==> src/rtl/hazard_forward_ctrl.sv <==
// EX-stage forwarding select, load-use stall and branch-flush controller with a shadow EX/MEM/WB
// metadata pipeline. Optional statistics counters are built only when HAZARD_STATS_EN is defined.
module hazard_forward_ctrl #(
  parameter int REG_AW = 5,
  parameter int CNT_W  = 32
) (
  input  logic              clk,
  input  logic              reset,
  input  logic              ID_valid,
  input  logic [REG_AW-1:0] ID_rs1,
  input  logic [REG_AW-1:0] ID_rs2,
  input  logic [REG_AW-1:0] ID_rd,
  input  logic              ID_RegWrite,
  input  logic              ID_MemRead,
  input  logic              EX_BranchTaken,
  output logic [1:0]        ForwardA,
  output logic [1:0]        ForwardB,
  output logic              PC_Stall,
  output logic              IFID_Stall,
  output logic              IDEX_Bubble,
  output logic              IFID_Flush,
  output logic [CNT_W-1:0]  stall_cnt,
  output logic [CNT_W-1:0]  flush_cnt,
  output logic [CNT_W-1:0]  fwd_cnt
);

  // state | meaning
  // RUN   | normal issue; a load-use hazard in ID stalls the front end for one cycle
  // STALL | bubble sits in EX, load has moved to MEM; front end released next cycle
  localparam logic S_RUN   = 1'b0;
  localparam logic S_STALL = 1'b1;

  logic r_state;
  logic w_state_nxt;

  logic              r_ex_valid;
  logic [REG_AW-1:0] r_ex_rs1;
  logic [REG_AW-1:0] r_ex_rs2;
  logic [REG_AW-1:0] r_ex_rd;
  logic              r_ex_regwrite;
  logic              r_ex_memread;

  logic              r_mem_valid;
  logic [REG_AW-1:0] r_mem_rd;
  logic              r_mem_regwrite;

  logic              r_wb_valid;
  logic [REG_AW-1:0] r_wb_rd;
  logic              r_wb_regwrite;

  logic w_mem_wr;
  logic w_wb_wr;
  logic w_hazard;

  // Shadow pipeline never stalls: EX takes ID or a bubble, older stages always advance.
  always_ff @(posedge clk) begin
    if (reset) begin
      r_ex_valid     <= 1'b0;
      r_ex_rs1       <= '0;
      r_ex_rs2       <= '0;
      r_ex_rd        <= '0;
      r_ex_regwrite  <= 1'b0;
      r_ex_memread   <= 1'b0;
      r_mem_valid    <= 1'b0;
      r_mem_rd       <= '0;
      r_mem_regwrite <= 1'b0;
      r_wb_valid     <= 1'b0;
      r_wb_rd        <= '0;
      r_wb_regwrite  <= 1'b0;
    end else begin
      r_ex_valid     <= ID_valid & ~IDEX_Bubble;
      r_ex_rs1       <= ID_rs1;
      r_ex_rs2       <= ID_rs2;
      r_ex_rd        <= ID_rd;
      r_ex_regwrite  <= ID_RegWrite;
      r_ex_memread   <= ID_MemRead;
      r_mem_valid    <= r_ex_valid;
      r_mem_rd       <= r_ex_rd;
      r_mem_regwrite <= r_ex_regwrite;
      r_wb_valid     <= r_mem_valid;
      r_wb_rd        <= r_mem_rd;
      r_wb_regwrite  <= r_mem_regwrite;
    end
  end

  assign w_mem_wr = r_mem_valid & r_mem_regwrite & (r_mem_rd != '0);
  assign w_wb_wr  = r_wb_valid & r_wb_regwrite & (r_wb_rd != '0);

  // MEM is checked first so the youngest producer wins when both stages write the same register.
  always_comb begin
    ForwardA = 2'b00;
    ForwardB = 2'b00;
    if (r_ex_valid) begin
      if (w_mem_wr && (r_mem_rd == r_ex_rs1))     ForwardA = 2'b10;
      else if (w_wb_wr && (r_wb_rd == r_ex_rs1))  ForwardA = 2'b01;
      if (w_mem_wr && (r_mem_rd == r_ex_rs2))     ForwardB = 2'b10;
      else if (w_wb_wr && (r_wb_rd == r_ex_rs2))  ForwardB = 2'b01;
    end
  end

  assign w_hazard = ID_valid & r_ex_valid & r_ex_memread & (r_ex_rd != '0) &
                    ((r_ex_rd == ID_rs1) | (r_ex_rd == ID_rs2));

  always_ff @(posedge clk) begin
    if (reset) r_state <= S_RUN;
    else       r_state <= w_state_nxt;
  end

  always_comb begin
    w_state_nxt = S_RUN;
    case (r_state)
      S_RUN:   w_state_nxt = (w_hazard & ~EX_BranchTaken) ? S_STALL : S_RUN;
      S_STALL: w_state_nxt = S_RUN;
      default: w_state_nxt = S_RUN;
    endcase
  end

  // A taken branch discards the consumer in ID, so it overrides the load-use stall.
  always_comb begin
    PC_Stall    = 1'b0;
    IFID_Stall  = 1'b0;
    IDEX_Bubble = 1'b0;
    IFID_Flush  = 1'b0;
    if (EX_BranchTaken) begin
      IFID_Flush  = 1'b1;
      IDEX_Bubble = 1'b1;
    end else if ((r_state == S_RUN) && w_hazard) begin
      PC_Stall    = 1'b1;
      IFID_Stall  = 1'b1;
      IDEX_Bubble = 1'b1;
    end
  end

`ifdef HAZARD_STATS_EN
  localparam logic [CNT_W-1:0] CNT_ONE = {{(CNT_W-1){1'b0}}, 1'b1};

  logic [CNT_W-1:0] r_stall_cnt;
  logic [CNT_W-1:0] r_flush_cnt;
  logic [CNT_W-1:0] r_fwd_cnt;

  // Saturating event counters.
  always_ff @(posedge clk) begin
    if (reset) begin
      r_stall_cnt <= '0;
      r_flush_cnt <= '0;
      r_fwd_cnt   <= '0;
    end else begin
      if (PC_Stall && (r_stall_cnt != '1))
        r_stall_cnt <= r_stall_cnt + CNT_ONE;
      if (IFID_Flush && (r_flush_cnt != '1))
        r_flush_cnt <= r_flush_cnt + CNT_ONE;
      if (((ForwardA != 2'b00) || (ForwardB != 2'b00)) && (r_fwd_cnt != '1))
        r_fwd_cnt <= r_fwd_cnt + CNT_ONE;
    end
  end

  assign stall_cnt = r_stall_cnt;
  assign flush_cnt = r_flush_cnt;
  assign fwd_cnt   = r_fwd_cnt;
`else
  assign stall_cnt = '0;
  assign flush_cnt = '0;
  assign fwd_cnt   = '0;
`endif

endmodule

==> config.mk <==
export PLATFORM = sky130hd
export DESIGN_NAME = hazard_forward_ctrl
export DESIGN_NICKNAME = d
export VERILOG_FILES = /design/src/rtl/hazard_forward_ctrl.sv
export SDC_FILE = /design/constraint.sdc
export NUM_CORES = 1
export LEC_CHECK = 0
export CAP_MARGIN = 20
export CORE_MARGIN = 2
export CORE_UTILIZATION = 38
export DETAILED_ROUTE_END_ITERATION = 6
export GPL_TIMING_DRIVEN = 1
export PLACE_DENSITY = 0.82
export SKIP_LAST_GASP = 1
export SLEW_MARGIN = 20
export SYNTH_ARGS = -nofsm -noshare
export SYNTH_HDL_FRONTEND = slang
export SYNTH_SLANG_ARGS = --single-unit
==> constraint.sdc <==
create_clock -name clk -period 2.11 [get_ports clk]
set_input_delay 0.422 -clock clk [delete_from_list [all_inputs] [get_ports clk]]
set_output_delay 0.422 -clock clk [all_outputs]
set_load 0.005 [all_outputs]
==> summary.md <==
| Metric | Value |
|---|---|
| Clock transition at path regs | `0.06 ns` |
| Vias in the first global route | `approximately 1.1k` |
| Core box area | `roughly 5200 um^2` |
| CP max stage cell | `or4_4` |
| Met1 Use GR | `0.1022` |
| Htree depth | `2` |
| Failing checks | `negative setup slack` |
| Yosys top cell area share | `0.3566` |
| Simple-Gate Fraction of Synth Area | `0.1649` |
| Hold Crit Class | `reg2reg` |
| Total Routed Length | `3258 um` |
| # IOs | `125` |
| Fraction of layout cells with a size suffix above 1 | `0.1636` |
| CP Buf/Inv Count | `2` |
| Num rows | `26` |
| Crit path time final | `2.222 ns` |
| Slowest stage delay, CP | `0.55 ns` |
| Commonest cells post-synth | `98 x buf_4, 33 x dfxtp_1, 31 x nor2b_1` |
| Period Utilization, post-route | `1.053` |
| RSZ-0062 raised after global routing | `true` |
| Register area share after synthesis | `0.3202` |
| Vias | `between 1k and 1.5k` |
| Fin. max-slew vios | `0` |
| Antenna violations before repair | `0` |
| Nets | `296` |
| Top FF cell, synth | `dfxtp_1` |
| Die footprint | `6035 um^2` |
| Setup Crit Path Kind | `reg2out` |
| Yosys Warn Count | `0` |
| Die Ht | `77.69 um` |
| Mux share of post-synthesis cell area | `0` |
| Worst skew pair latency | `between 0.2 and 0.3 ns` |
| Maximum root-to-sink buffer count | `2` |
| IO Port Bufs | `28` |
| P&R area growth vs syn | `11.70%` |
| Post-synth ARST share | `0` |
| Antenna-violating nets left | `0` |
| CP Data Required Time | `about 1.7 ns` |
| Number of vias per cell | `3.609` |
| CTS Sinks | `33` |
| Avg Synthesized Cell Area | `9.089 um^2` |
| Worst Slack Setup Final | `-0.1117 ns` |
| Post-Syn Instances | `227` |
| Dominant cells by area after synthesis | `buf_4 36%, dfxtp_1 32%, nor2b_1 9.4%` |
| Final Core Density | `0.4456` |
| Static leakage | `~0.0011 uW` |
| Starting Density | `0.3989` |
| Yosys cell types | `25` |
| CP max FO | `2` |
| Largest net degree at the start of global routing | `24` |
| Peak Freq | `450.1 MHz` |
| Clock Skew | `0.003584 ns` |
| # setup viols final | `5` |
| Post-DP HPWL | `2713 um` |
| Die X-Extent | `slightly below 80 um` |
| Adder-cell share of the synthesized area | `0` |
| Final hold vios | `0` |
| Cell area after synthesis | `2063 um^2` |
| # diodes | `0` |
| CP endpoint kind | `output port` |
| Largest family of logic cells by synthesized area | `buffers and inverters` |
| Status | `finished, violations left` |
| First-pass DRT Iterations | `2` |
| Max cap viols | `0` |
| Critical Path Start Type | `register` |
| Gr ovfl total | `0` |
| M3 GR Usage | `0.03605` |
| First-pass GRT wire length | `4761 um` |
| Worst IR Drop VDD | `0.3680 mV` |
| Synth area leader | `buf_4` |
| PD cells | `~600 nW/um^2` |
| Total power | `1348 uW` |
| GRT Util Overall | `0.1037` |
| Root buf cell | `clkbuf_8` |
| Placer congestion estimate | `0.7849` |
| Top-count cell post-synth | `buf_4` |
| Most Crowded Layer GR | `met2` |
| Worst EP arrival | `about 1.8 ns` |
| Grt met2 use | `0.1922` |
| Synth Area in Compound Gates | `0.02183` |
| Number of synthesized flops with an enable pin | `0` |
| Iter 0 DRT Violations | `20` |
| Seq cells post-synth | `33` |
| DRC | `0` |
| Setup TNS | `-0.4362 ns` |
| XOR/XNOR Fraction of Synth Area | `0.1273` |
| Hold_buf cts | `0` |
| Total CTS buffers | `5` |
| CTS tree | `done` |
| Routed length per instance | `approximately 9.4 um` |
| Cell Chain, Critical Path | `or4_4, o211ai_4, buf_6, nor4_2, and2_1, buf_2` |
| Cell family with most CP delay | `simple AND/OR/NAND/NOR gates` |
cells by family (layout without fill, tap and decap cells):
family                 count (synthesis)  in the layout
buffers and inverters                102             55
AO/OA/AOI/OAI                          6              6
XOR/XNOR                              30             30
other                                  1             96
AND/OR/NAND/NOR                       55             55
flip-flops                            33             33
final cells by class:
type	instances	area [um^2]
inverter	1	3.754
fill	515	2868
multi-input combinational	187	1069
clock buffer	7	86.33
timing repair buffer	47	395.4
sequential	33	663.1
tap	70	87.58
power by group:
group,switching [uW],leakage [uW],internal (uW)
registers,23.0,0.000273,651
clock network,208,0.0000443,258
logic,108,0.000797,100
per-stage QoR:
stage          worst slack, ns  instance area, um^2  instances  hold WS, ns
4_1_cts                -0.1842                 2315        345       0.4480
3_3_place_gp           -0.4039                 2166        334       0.4194
5_1_grt                -0.1907                 2305        345       0.4606
6_report               -0.1117                 2305        345       0.4399
3_5_place_dp           -0.5212                 2166        334       0.4375
2_1_floorplan           0.3676                 2420        322       0.4138
cell usage in the layout (no fill, tap or decap), types with 2 or more instances in the layout:
cell             instances
buf_2                    5
nand2_1                  3
xor2_1                  10
buf_4                   16
dlygate4sd2_1           10
dfxtp_2                  2
buf_6                    2
conb_1                  96
clkdlybuf4s50_1         11
nor3_2                   2
nor3_1                   2
and2_1                   2
nand3_1                  6
or4_4                    2
clkbuf_8                 6
nor2b_1                 31
clkbuf_2                 2
dfxtp_1                 31
xnor2_1                 20
worst register-to-register path, delay by kind of cell, from the launching register on:
kind                   cells  cell delay (ns)
DFF                        1             0.32
buffers and inverters      2             0.18
and+or+nand+nor            2             0.71
AOI/OAI and AO/OA          1             0.17
final timing paths:
path                          to  depth (start not counted)  slack (ns)          start
setup / recovery     ForwardA[1]                          6       -0.11    r_mem_rd[2]
hold / removal    r_mem_regwrite                          1        0.44  r_ex_regwrite
setup reg to reg         r_state                          5        0.63     r_ex_rd[2]
hold reg to reg   r_mem_regwrite                          1        0.44  r_ex_regwrite
state kept, by name (all words and copies together) (netlist names):
name            flops
r_ex_rd             5
r_state             1
r_mem_valid         1
r_wb_regwrite       1
r_wb_valid          1
r_ex_rs1            5
r_ex_rs2            5
r_ex_valid          1
r_wb_rd             5
r_ex_memread        1
r_ex_regwrite       1
r_mem_rd            5
r_mem_regwrite      1
repair_timing:
action	in CTS	in global routing
resized for setup	49	2
endpoints found under the setup margin	7	7
pin swaps	16	4
setup buffers	4	0
per-layer routing:
layer / vias up / part of all wire / routed length [um]
li1: 613 / - / -
met1: 544 / 0.35 / 1150
met2: 80 / 0.54 / 1762
met3: 8 / 0.089 / 290
met4: 0 / 0.017 / 55
met5: - / 0 / 0
(Power assumes the default switching activity.)
